===== config.mk =====
export PLATFORM = sky130hd
export DESIGN_NAME = spi_controller_flat
export DESIGN_NICKNAME = d
export VERILOG_FILES = /design/src/rtl/spi_pkg.sv /design/src/rtl/spi_controller_if.sv /design/src/rtl/spi_clk_div.sv /design/src/rtl/spi_controller.sv /design/src/flat_wrapper.sv
export SDC_FILE = /design/constraint.sdc
export NUM_CORES = 1
export LEC_CHECK = 0
export BUFFER_PORTS_ARGS = -buffer_cell sky130_fd_sc_hd__buf_4
export CAP_MARGIN = 5
export CORE_MARGIN = 3
export CORE_UTILIZATION = 36
export DETAILED_ROUTE_END_ITERATION = 7
export MAX_ROUTING_LAYER = met4
export PLACE_DENSITY = 0.63
export SKIP_CTS_REPAIR_TIMING = 1
export SLEW_MARGIN = 20
export SYNTH_ARGS = -nofsm -noshare
export SYNTH_HDL_FRONTEND = slang
export SYNTH_SLANG_ARGS = --single-unit

===== constraint.sdc =====
create_clock -name clk -period 2.3 [get_ports clk]
set_clock_uncertainty 0.05 [all_clocks]
set_input_delay 0.23 -clock clk [delete_from_list [all_inputs] [get_ports clk]]
set_output_delay 0.23 -clock clk [all_outputs]
set_load 0.01 [all_outputs]

===== src/rtl/spi_pkg.sv =====
// +------------------------------------------------------------------+
// | spi_pkg : shared SPI state encoding, defaults and mode constants |
// | Revision: 1.0                                                    |
// +------------------------------------------------------------------+
`timescale 1ns/1ps
`default_nettype none

package spi_pkg;

    typedef enum logic [1:0] {
        ST_IDLE  = 2'd0,
        ST_SHIFT = 2'd1,
        ST_GAP   = 2'd2,
        ST_STOP  = 2'd3
    } spi_state_e;

    localparam int DEFAULT_CLK_DIV = 4;
    localparam int DEFAULT_DATA_W  = 8;

    // Mode 0, shared with the peripheral side.
    localparam logic SPI_CPOL = 1'b0;
    localparam logic SPI_CPHA = 1'b0;

endpackage

`default_nettype wire


===== src/rtl/spi_controller_if.sv =====
// +------------------------------------------------------------------+
// | spi_controller_if : byte stream handshake plus SPI pins          |
// | Revision: 1.0                                                    |
// +------------------------------------------------------------------+
`timescale 1ns/1ps
`default_nettype none

interface spi_controller_if
    import spi_pkg::*;
#(
    parameter int DATA_W = DEFAULT_DATA_W
);
    logic [DATA_W-1:0] tx_data;
    logic              tx_last;
    logic              tx_valid;
    logic              tx_ready;
    logic [DATA_W-1:0] rx_data;
    logic              rx_valid;
    logic              sclk;
    logic              mosi;
    logic              miso;
    logic              ss;
    logic              busy;

    modport master (
        input  tx_data, tx_last, tx_valid, miso,
        output tx_ready, rx_data, rx_valid, sclk, mosi, ss, busy
    );

    modport slave (
        output tx_data, tx_last, tx_valid, miso,
        input  tx_ready, rx_data, rx_valid, sclk, mosi, ss, busy
    );
endinterface

`default_nettype wire


===== src/rtl/spi_clk_div.sv =====
// +------------------------------------------------------------------+
// | spi_clk_div : half-period tick generator, counter held at 0      |
// |               while disabled                                     |
// | Revision: 1.0                                                    |
// +------------------------------------------------------------------+
`timescale 1ns/1ps
`default_nettype none

module spi_clk_div #(
    parameter int CLK_DIV = 4
) (
    input  wire logic clk,
    input  wire logic rst_n,
    input  wire logic en_i,
    output logic      tick_o
);
    localparam int                CNT_W = $clog2(CLK_DIV);
    localparam logic [CNT_W-1:0] TERM  = CNT_W'(CLK_DIV - 1);

    logic [CNT_W-1:0] cnt_q;

    assign tick_o = en_i && (cnt_q == TERM);

    always_ff @(posedge clk or negedge rst_n) begin
        if (!rst_n) begin
            cnt_q <= '0;
        end else if (!en_i || tick_o) begin
            cnt_q <= '0;
        end else begin
            cnt_q <= cnt_q + CNT_W'(1);
        end
    end
endmodule

`default_nettype wire


===== src/rtl/spi_controller.sv =====
// +------------------------------------------------------------------+
// | spi_controller : mode-0 SPI master with byte stream handshake    |
// | Revision: 1.0                                                    |
// +------------------------------------------------------------------+
`timescale 1ns/1ps
`default_nettype none

module spi_controller
    import spi_pkg::*;
#(
    parameter int CLK_DIV = DEFAULT_CLK_DIV,
    parameter int DATA_W  = DEFAULT_DATA_W
) (
    input  wire logic         clk,
    input  wire logic         rst_n,
    spi_controller_if.master  bus
);
    localparam int                CNT_W    = $clog2(DATA_W);
    localparam logic [CNT_W-1:0] LAST_BIT = CNT_W'(DATA_W - 1);

    spi_state_e        state_q, state_d;
    logic              div_en_q, div_en_d;
    logic              ready_en_q;
    logic              sclk_q;
    logic              last_q;
    logic              rx_valid_q;
    logic [CNT_W-1:0]  bit_cnt_q;
    logic [DATA_W-1:0] tx_shift_q;
    logic [DATA_W-1:0] rx_shift_q;
    logic [DATA_W-1:0] rx_data_q;
    logic              tick;
    logic              tx_ready;
    logic              accept;
    logic              last_fall;

    spi_clk_div #(.CLK_DIV(CLK_DIV)) u_clk_div (
        .clk    (clk),
        .rst_n  (rst_n),
        .en_i   (div_en_q),
        .tick_o (tick)
    );

    // ready_en_q keeps tx_ready low until the first clock after reset release.
    assign tx_ready  = ready_en_q && ((state_q == ST_IDLE) || (state_q == ST_GAP));
    assign accept    = bus.tx_valid && tx_ready;
    assign last_fall = tick && sclk_q && (bit_cnt_q == LAST_BIT);

    assign bus.tx_ready = tx_ready;
    assign bus.rx_data  = rx_data_q;
    assign bus.rx_valid = rx_valid_q;
    assign bus.sclk     = sclk_q ^ SPI_CPOL;
    assign bus.mosi     = tx_shift_q[DATA_W-1];
    assign bus.ss       = !((state_q == ST_SHIFT) || (state_q == ST_GAP));
    assign bus.busy     = (state_q != ST_IDLE);

    always_ff @(posedge clk or negedge rst_n) begin
        if (!rst_n) begin
            state_q  <= ST_IDLE;
            div_en_q <= 1'b0;
        end else begin
            state_q  <= state_d;
            div_en_q <= div_en_d;
        end
    end

    always_comb begin
        state_d = state_q;
        unique case (state_q)
            ST_IDLE, ST_GAP: if (accept)    state_d = ST_SHIFT;
            ST_SHIFT:        if (last_fall) state_d = last_q ? ST_STOP : ST_GAP;
            ST_STOP:         if (tick)      state_d = ST_IDLE;
            default:                        state_d = ST_IDLE;
        endcase
        // The divider idles for the STOP entry cycle so ss stays high CLK_DIV more cycles.
        div_en_d = (state_d == ST_SHIFT) || ((state_q == ST_STOP) && (state_d == ST_STOP));
    end

    always_ff @(posedge clk or negedge rst_n) begin
        if (!rst_n) begin
            ready_en_q <= 1'b0;
            sclk_q     <= 1'b0;
            last_q     <= 1'b0;
            rx_valid_q <= 1'b0;
            bit_cnt_q  <= '0;
            tx_shift_q <= '0;
            rx_shift_q <= '0;
            rx_data_q  <= '0;
        end else begin
            ready_en_q <= 1'b1;
            rx_valid_q <= 1'b0;
            if (accept) begin
                tx_shift_q <= bus.tx_data;
                last_q     <= bus.tx_last;
                bit_cnt_q  <= '0;
                sclk_q     <= 1'b0;
            end else if ((state_q == ST_SHIFT) && tick) begin
                if (!sclk_q) begin
                    sclk_q     <= 1'b1;
                    rx_shift_q <= {rx_shift_q[DATA_W-2:0], bus.miso};
                end else begin
                    sclk_q <= 1'b0;
                    if (bit_cnt_q == LAST_BIT) begin
                        rx_data_q  <= rx_shift_q;
                        rx_valid_q <= 1'b1;
                        bit_cnt_q  <= '0;
                    end else begin
                        bit_cnt_q  <= bit_cnt_q + CNT_W'(1);
                        tx_shift_q <= {tx_shift_q[DATA_W-2:0], 1'b0};
                    end
                end
            end
        end
    end
endmodule

`default_nettype wire


===== src/flat_wrapper.sv =====
// flat-port wrapper written by rule: the top's interface ports become plain ports
module spi_controller_flat import spi_pkg::*;
#(
    parameter int CLK_DIV = DEFAULT_CLK_DIV,
    parameter int DATA_W  = DEFAULT_DATA_W
)
  (clk, rst_n, bus_tx_data, bus_tx_last, bus_tx_valid, bus_miso, bus_tx_ready, bus_rx_data, bus_rx_valid, bus_sclk, bus_mosi, bus_ss, bus_busy);
  spi_controller_if #(.DATA_W(DATA_W)) bus_i ();
  input  wire logic clk;
  input  wire logic rst_n;
  input wire logic [$bits(bus_i.tx_data)-1:0] bus_tx_data;
  input wire logic [$bits(bus_i.tx_last)-1:0] bus_tx_last;
  input wire logic [$bits(bus_i.tx_valid)-1:0] bus_tx_valid;
  input wire logic [$bits(bus_i.miso)-1:0] bus_miso;
  output wire logic [$bits(bus_i.tx_ready)-1:0] bus_tx_ready;
  output wire logic [$bits(bus_i.rx_data)-1:0] bus_rx_data;
  output wire logic [$bits(bus_i.rx_valid)-1:0] bus_rx_valid;
  output wire logic [$bits(bus_i.sclk)-1:0] bus_sclk;
  output wire logic [$bits(bus_i.mosi)-1:0] bus_mosi;
  output wire logic [$bits(bus_i.ss)-1:0] bus_ss;
  output wire logic [$bits(bus_i.busy)-1:0] bus_busy;
  assign bus_i.tx_data = bus_tx_data;
  assign bus_i.tx_last = bus_tx_last;
  assign bus_i.tx_valid = bus_tx_valid;
  assign bus_i.miso = bus_miso;
  assign bus_tx_ready = bus_i.tx_ready;
  assign bus_rx_data = bus_i.rx_data;
  assign bus_rx_valid = bus_i.rx_valid;
  assign bus_sclk = bus_i.sclk;
  assign bus_mosi = bus_i.mosi;
  assign bus_ss = bus_i.ss;
  assign bus_busy = bus_i.busy;
  spi_controller #(.CLK_DIV(CLK_DIV), .DATA_W(DATA_W)) u_core (.clk(clk), .rst_n(rst_n), .bus(bus_i));
endmodule

Word-level counts from Yosys, hierarchy flattened
Cells that the tools add are included.

Bits in registers: 36. Input bits: 13. Output and inout port bits: 14.

$add $sub $neg: 2. Equality and inequality tests: 8. Mux-type cells: 21. Bitwise logic cells: 2. Reductions and logical operators: 22.

Operators with widths (count): $mux W8 (4); $mux W3 (4); $eq A2 B2 Y1 const B (4); $mux W1 (8); $mux W2 (4); $logic_and A1 B1 Y1 (7); $pmux W2 S3 (1); $reduce_and A3 Y1 (2); $reduce_bool A2 Y1 (3); $eq A2 B1 Y1 const B (2); $logic_or A1 B1 Y1 (4); $reduce_and A4 Y1 (1); $add A3 B1 Y3 const B (1); $eq A3 B3 Y1 const B (1); $add A2 B1 Y2 const B (1); $logic_not A1 Y1 (2); $logic_not A2 Y1 (1); $ne A2 B1 Y1 const B (1); $not A1 Y1 (2); $reduce_and A2 Y1 (1); $reduce_or A2 Y1 (1).

Longest topological paths before layout
Gate-level depths: netlist of the first run.

Depth after elaboration: 9. Mapped depth: 7.

By module
From an unflattened synthesis of the first run, not the netlist that was laid out.

Cell total of the unflattened synthesis: 131. Area, all modules: 1590.3 um^2.

By module, submodules not included: spi_controller (instances 1, cells each 125, area each 1498.9 um^2); spi_clk_div (instances 1, cells each 6, area each 91.3 um^2).

Least setup slack after synthesis of the first run
Ideal clock, no wire load.

Path type: flip-flop to flip-flop. Start: reg u_core.state_q[0]. End: reg u_core.rx_shift_q[0]. Library setup time: 0.125 ns. Data arrival time: 1.689 ns. Data required time: 2.125 ns. Setup slack: 0.437 ns. Cell stages (with the launch flop): 7. Clock period less this slack: 1.863 ns. Cells stage by stage: dfrtp_1 -> inv_1 -> ha_1 -> o211a_1 -> buf_6 -> nor3_4 -> mux2_2.

Longest elaborated chain between the ends: 6.

RTL lines: start, declared (line spi_controller.sv:21) `spi_state_e state_q, state_d;`; start signal, assigned (line spi_controller.sv:61) `state_q <= state_d;`; $eq A2 B2 Y1 or $logic_not A2 Y1 (tied branches) (line spi_controller.sv:44) `assign tx_ready = ready_en_q && ((state_q == ST_IDLE) || (state_q == ST_GAP));`; $logic_or A1 B1 Y1 (line spi_controller.sv:44); $logic_and A1 B1 Y1 (line spi_controller.sv:44); $logic_and A1 B1 Y1 (line spi_controller.sv:45) `assign accept = bus.tx_valid && tx_ready;`; $not A1 Y1 (no source line); $reduce_and A3 Y1 (no source line) *; end signal, assigned (line spi_controller.sv:99) `rx_shift_q <= {rx_shift_q[DATA_W-2:0], bus.miso};`; end, declared (line spi_controller.sv:29) `logic [DATA_W-1:0] rx_shift_q;`.

Every way passes the cells marked *; elsewhere a longest branch is shown, timed or not. A chain may end at the register's enable or synchronous reset.

Worst setup path in the final report of the first run
Start: reg u_core.state_q[1]. End: reg u_core.rx_shift_q[6].

The elaborated chain is that of the path after synthesis.

==> results by group, run 1 <==
Worst setup path
  • Worst Setup End Kind: flip-flop
  • CP max FO: 8
  • Startpoint Class: flip-flop
  • CP peak stage delay: 0.42 ns
  • Buf/Inv on CP: 1
  • CP top delay family: simple AND/OR/NAND/NOR gates
  • Slowest stage cell, crit path: dfrtp_1
  • Critical Path, Cell by Cell: inv_1 > ha_1 > nand3_1 > nor3_4 > mux2_2
  • Worst path arrival time: 2.13 ns
  • WS Path Type: reg -> reg
  • CP required: 2.42 ns

Final layout
  • Synth-to-layout area growth: 21.28%
  • Fraction of layout instances using a drive strength above 1: 0.3237
  • Most frequent cells in the layout: 36 x dfrtp_1, 28 x buf_4, 20 x nand2_1, 16 x mux2_2, 12 x nor2_1
  • Commonest non-fill, non-tap cell in the layout: dfrtp_1
  • N_diodes: 0
  • # nets final: 192

Job
  • Max_cap viols: 0

Route
  • Number of nets still failing antenna checks after routing: 0
  • Drt first-iter violations: 82
  • First-pass iteration count of the detailed router: 4
  • Post-DR vias/cell: 4.991
  • Routed WL per cell: 13.56 um
  • Via count: 1113
  • Residual DRC: 0
  • Total Routed Length: 3.023 mm

Synth
  • Post-Syn Area per Cell: 11.51 um^2
  • Gate Count Post-Synth: 141
  • Yosys reg bits: 36
  • Distinct cells, synth: 30
  • Synth Net Count: 161
  • Dominant cells by area after synthesis: dfrtp_1 56%, mux2_2 11%, ha_1 5.4%
  • Share of the synthesized area in the top cell type: 0.5551
  • Area leader, netlist: dfrtp_1
  • Seq/Total Area, Yosys: 0.5551
  • Ys Warns: 0
  • Synth Cell Area: 1623 um^2

Clock tree
  • Worst-Skew Late Latency: 0.28 ns
  • CTS tree: yes
  • Num CTS Buffers: 5
  • TritonCTS Sinks: 36
  • Bufs on Longest Clock Path: 2
  • Root Driver: clkbuf_8
  • Clock transition at path regs: 0.07 ns
  • H-tree Lvls: 2

Floorplan
  • Placement Rows: 23
  • Die Width: 73.14 um
  • Die area: 5349 um^2
  • Core ar.: 4173 um^2
  • Initial core utilization: 0.3889
  • Die height: 73.14 um
  • # IOs: 27

GRT
  • First-pass GRT wire length: 5.126 mm
  • Total GRT Usage: 0.1302
  • Initial antenna violation count: 0
  • Vias in the first global route: 1119
  • Grt ovf: 0
  • Largest net degree at the start of global routing: 37

Pwr
  • Maximum VDD drop: 362.7 uV
  • PD cells: 1002 nW/um^2
  • Pleak: 1.007 nW
  • Power, Total: 1.972 mW

Worst hold path
  • HP Class: in -> reg

Timing
  • Total Neg Setup Slack: 0 ns
  • Slew @ Worst Pin: 0.5520 ns
  • Relative slew slack: 0.6320
  • Minimum clock period: 2.007 ns
  • Final hold viol count: 0
  • Final setup vio count: 0
  • Fmax: 498.3 MHz
  • RSZ-0062 raised after global routing: false
  • Final worst-path cycle share: 0.8725
  • Pins Over Slew Limit: 0

Place
  • IO Port Bufs: 26
  • Gpl congestion: 0.8951
  • HPWL after DPL: 2.216 mm

Run status
  • Status: finished clean
==> area by class of cell <==
| cell class | count | area [um^2] |
|---|---|---|
| Multi-Input combinational cell | 92 | 660.6 |
| Clock buffer | 7 | 86.33 |
| Tap cell | 50 | 62.56 |
| Clock inverter | 1 | 7.507 |
| Sequential cell | 36 | 900.9 |
| Timing Repair Buffer | 29 | 220.2 |
| Inverter | 8 | 30.03 |
| Fill cell | 371 | 2205 |
==> flip-flops by register name (all words and copies together) (netlist names) <==
register	cells
u_core.bus.rx_data	8
u_core.tx_shift_q	8
u_core.u_clk_div.cnt_q	2
u_core.bus.rx_valid	1
u_core.state_q	2
u_core.bus.sclk	1
u_core.ready_en_q	1
u_core.last_q	1
u_core.bit_cnt_q	3
u_core.div_en_q	1
u_core.rx_shift_q	8
==> kinds of logic (layout without fill, tap and decap cells) <==
group,Yosys count,in the layout,share of synthesized area
buffers and inverters,13,45,0.03778
flip-flops,36,36,0.5551
AND/OR/NAND/NOR,44,44,0.1419
other,1,1,0.002311
multiplexers,16,16,0.1110
adder cells (fa/ha/maj),7,7,0.05397
XOR/XNOR,1,1,0.005398
AO/OA/AOI/OAI,23,23,0.09252
==> worst min-delay path, delay by kind of cell <==
| kind | cells | cell delay (ns) |
|---|---|---|
| buffers and inverters | 1 | 0.08 |
| and+or+nand+nor | 2 | 0.09 |
==> per-layer routing <==
layer,track usage,vias up,share of wire
li1,-,541,-
met3,0.04408,6,0.075
met2,0.1986,42,0.47
met4,0.05943,0,0.016
met5,-,-,0
met1,0.1549,524,0.43
==> power by group <==
group | total, mW | switching, mW | internal, mW
clock | 0.452 | 0.209 | 0.243
sequential | 0.942 | 0.143 | 0.799
combinational | 0.578 | 0.310 | 0.268
total | 1.97 | 0.662 | 1.31
==> synthesized netlist by cell type <==
cell type,count
buf_6,1
o21a_1,1
inv_1,8
a21oi_1,7
dfrtp_1,36
nor3_4,1
a21boi_0,1
o22ai_1,1
clkbuf_2,1
and3b_1,1
a41o_1,1
nand4_4,1
a31oi_1,6
nor3_1,1
nand3_1,4
nand2b_1,1
conb_1,1
nor2_1,12
xor2_1,1
mux2_2,16
ha_1,7
o21ai_2,1
o21ai_0,3
o211ai_2,1
nor3b_1,2
clkbuf_1,2
buf_4,1
nand2_1,20
o211a_1,1
nand3_4,1
==> metrics by stage <==
step,worst slack (ns),std cells,cell area [um^2],hold slack [ns],utilization
2_1_floorplan,0.4367,141,1623,-0.1156,-
3_3_place_gp,0.4427,214,1864,0.1514,0.4468
3_5_place_dp,0.2730,214,1864,0.1637,0.4468
4_1_cts,0.2817,222,1958,-0.1453,0.4693
5_1_grt,0.1306,223,1968,0.1084,0.4717
6_report,0.2934,223,1968,0.09678,0.4717
==> final timing paths <==
check | start | cells after the start | endpoint | slack, ns
worst max-delay path | u_core.state_q[1] | 5 | u_core.rx_shift_q[6] | 0.29
worst max register to register | u_core.state_q[1] | 5 | u_core.rx_shift_q[6] | 0.29
min in group asynchronous | rst_n | 2 | u_core.bit_cnt_q[2] | 0.39
max in group asynchronous | rst_n | 2 | u_core.bus.rx_data[0] | 1.50
worst min-delay path | bus_tx_last | 3 | u_core.last_q | 0.1
worst min register to register | u_core.u_clk_div.cnt_q[0] | 1 | u_core.u_clk_div.cnt_q[0] | 0.43
No activity file was read; power rests on OpenSTA's default activity.
==> run 2, diff against run 1 <==
Settings changed: SYNTH_HIERARCHICAL set to 1.
==> results by group, run 2 <==
Synth
  • Synth Net Count: 151
  • Most instantiated cells after synthesis: 36 x dfrtp_1, 18 x nand2_1, 16 x mux2_2
  • EDFF count, synth: 0
  • Count leader, synth: dfrtp_1
  • Share of the synthesized area in the top cell type: 0.5665
  • Dominant cells by area after synthesis: dfrtp_1 57%, mux2_2 11%, ha_1 5.5%
  • Area leader, netlist: dfrtp_1
  • Ys Warns: 6
  • Synth Cell Area: 1590 um^2
  • Distinct cells, synth: 28
  • Post-Syn Area per Cell: 12.14 um^2
  • Seq/Total Area, Yosys: 0.5665
  • Post-synth ARST share: 1.000
  • Yosys reg bits: 36
  • Gate Count Post-Synth: 131
  • Most used DFF post-synth: dfrtp_1

Worst setup path
  • Worst path arrival time: 2.11 ns
  • Slowest stage cell, crit path: dfrtp_1
  • CP peak stage delay: 0.44 ns
  • Critical path launch point: u_core/state_q[0]
  • Critical Path, Cell by Cell: inv_1 > ha_1 > o211a_2 > nor3_4 > mux2_2
  • CP required: 2.42 ns
  • FF-to-FF setup slack: 0.31 ns
  • Startpoint Class: flip-flop
  • RR Startpoint: u_core/state_q[0]
  • Worst Setup End Kind: flip-flop
  • CP max FO: 9
  • Buf/Inv on CP: 1
  • CP top delay family: flip-flops
  • WS Path Type: reg -> reg

Pwr
  • Gate power share: 0.221
  • Power, Total: 1.663 mW
  • Net switching fraction of the power: 0.2866
  • Maximum VDD drop: 449.0 uV
  • Clock network fraction of design power: 0.269
  • Int Power: 1.187 mW
  • PD cells: 855.9 nW/um^2
  • NetSw: 0.4766 mW
  • Pleak: 1.009 nW
  • Seq pwr share: 0.509

Route
  • First-pass iteration count of the detailed router: 4
  • Post-DR vias/cell: 4.860
  • Drt first-iter violations: 23
  • Via count: 1040
  • Total Routed Length: 2.738 mm
  • Residual DRC: 0
  • Number of nets still failing antenna checks after routing: 0
  • Routed WL per cell: 12.79 um

Final layout
  • Fraction of layout instances using a drive strength above 1: 0.3537
  • Fill count: 389
  • Finished Core Util: 0.4689
  • Commonest non-fill, non-tap cell in the layout: dfrtp_1
  • Most frequent cells in the layout: 36 x dfrtp_1, 27 x buf_4, 18 x nand2_1, 16 x mux2_2, 8 x o21ai_0
  • # nets final: 183
  • N_diodes: 0
  • Synth-to-layout area growth: 22.19%

Timing
  • Pins Over Slew Limit: 0
  • RSZ-0062 raised after global routing: false
  • Final worst-path cycle share: 0.8645
  • Total Neg Setup Slack: 0 ns
  • Fmax: 502.9 MHz
  • Final hold viol count: 0
  • Final setup vio count: 0
  • Minimum clock period: 1.988 ns

Clock tree
  • Bufs on Longest Clock Path: 2
  • Worst-Skew Late Latency: 0.28 ns
  • TritonCTS Sinks: 36
  • CTS tree: yes
  • H-tree Lvls: 2
  • Root Driver: clkbuf_8
  • Num CTS Buffers: 5
  • Clock transition at path regs: 0.07 ns

GRT
  • Largest net degree at the start of global routing: 37
  • Total GRT Usage: 0.1248
  • Initial antenna violation count: 0
  • Grt ovf: 0
  • Vias in the first global route: 1107
  • First-pass GRT wire length: 4.933 mm

Worst hold path
  • HP Class: in -> reg
  • Hold path start: bus_tx_data[4]

Floorplan
  • Initial core utilization: 0.3838
  • Placement Rows: 23
  • Die area: 5251 um^2
  • Core ar.: 4144 um^2
  • Die height: 72.47 um
  • Die Width: 72.47 um
  • # IOs: 27

Place
  • HPWL after DPL: 1.983 mm
  • IO Port Bufs: 26
  • Gpl congestion: 0.7458

Job
  • Max_cap viols: 0

Run status
  • Status: finished clean
-- run 2: changes by cell type after synthesis, sizes merged, moves of 2 or more --
cell | previous run | this run
nor2 | 12 | 7
o21ai | 4 | 8
inv | 8 | 5
a21oi | 7 | 4
nand3 | 5 | 3
mux2i | 0 | 7
a31oi | 6 | 0
-- run 2: through the flow --
stage | std cells | hold slack [ns] | instance area [um^2] | setup WS [ns]
final | 214 | 0.09810 | 1943 | 0.3116
after CTS | 213 | -0.1442 | 1933 | 0.2628
after global placement | 205 | 0.1583 | 1841 | 0.3368
after detailed placement | 205 | 0.1678 | 1841 | 0.2721
after global routing | 214 | 0.09519 | 1943 | 0.1631
after floorplan | 131 | -0.1156 | 1590 | 0.4811
-- run 2: path summary, 6_finish.rpt --
kind	endpoint	cells after the start
worst max-delay path	u_core/bus.rx_data[7]	5
worst min-delay path	u_core/tx_shift_q[4]	3
worst max register to register	u_core/bus.rx_data[7]	5
worst min register to register	u_core/u_clk_div/cnt_q[0]	1
max in group asynchronous	u_core/bit_cnt_q[2]	2
min in group asynchronous	u_core/u_clk_div/cnt_q[1]	2
-- run 2: cell families after synthesis --
kind of cell / synth area share
xor+xnor: 0.005508
simple gates: 0.1267
compound gates: 0.06531
fa+ha+maj: 0.05507
buf+inv: 0.02125
flops: 0.5665
other cells: 0.002358
mux: 0.1574
-- run 2: area by class of cell --
| cell class | count | area, um^2 | share of cell area |
|---|---|---|---|
| Timing Repair Buffer | 28 | 212.7 | 0.1095 |
| Clock inverter | 2 | 10.01 | 0.005151 |
| Inverter | 5 | 18.77 | 0.009659 |
| Sequential cell | 36 | 900.9 | 0.4636 |
| Clock buffer | 6 | 82.58 | 0.04250 |
| Multi-Input combinational cell | 87 | 655.6 | 0.3374 |
| Tap cell | 50 | 62.56 | 0.03220 |
-- run 2: routing by layer --
| metal | vias up | share of wire | GRT usage |
|---|---|---|---|
| li1 | 510 | - | - |
| met1 | 512 | 0.43 | 0.1423 |
| met2 | 18 | 0.51 | 0.2032 |
| met3 | 0 | 0.056 | 0.04155 |
| met4 | 0 | 0 | 0.04918 |
| met5 | - | 0 | - |
-- run 2: worst register-to-register path, stage by stage (launching register included) --
cell and delay, ns:
dfrtp_1 0.44, inv_1 0.09, ha_1 0.23, o211a_2 0.32
nor3_4 0.36, mux2_2 0.39
-- run 2: power by group through the flow --
stage	registers, mW	logic (mW)	clock network [mW]
3_3_place_gp	0.856	0.357	0
6_report	0.847	0.368	0.448
5_1_grt	0.870	0.425	0.500
3_5_place_dp	0.861	0.372	0
4_1_cts	0.850	0.372	0.466
2_1_floorplan	0.841	0.239	0
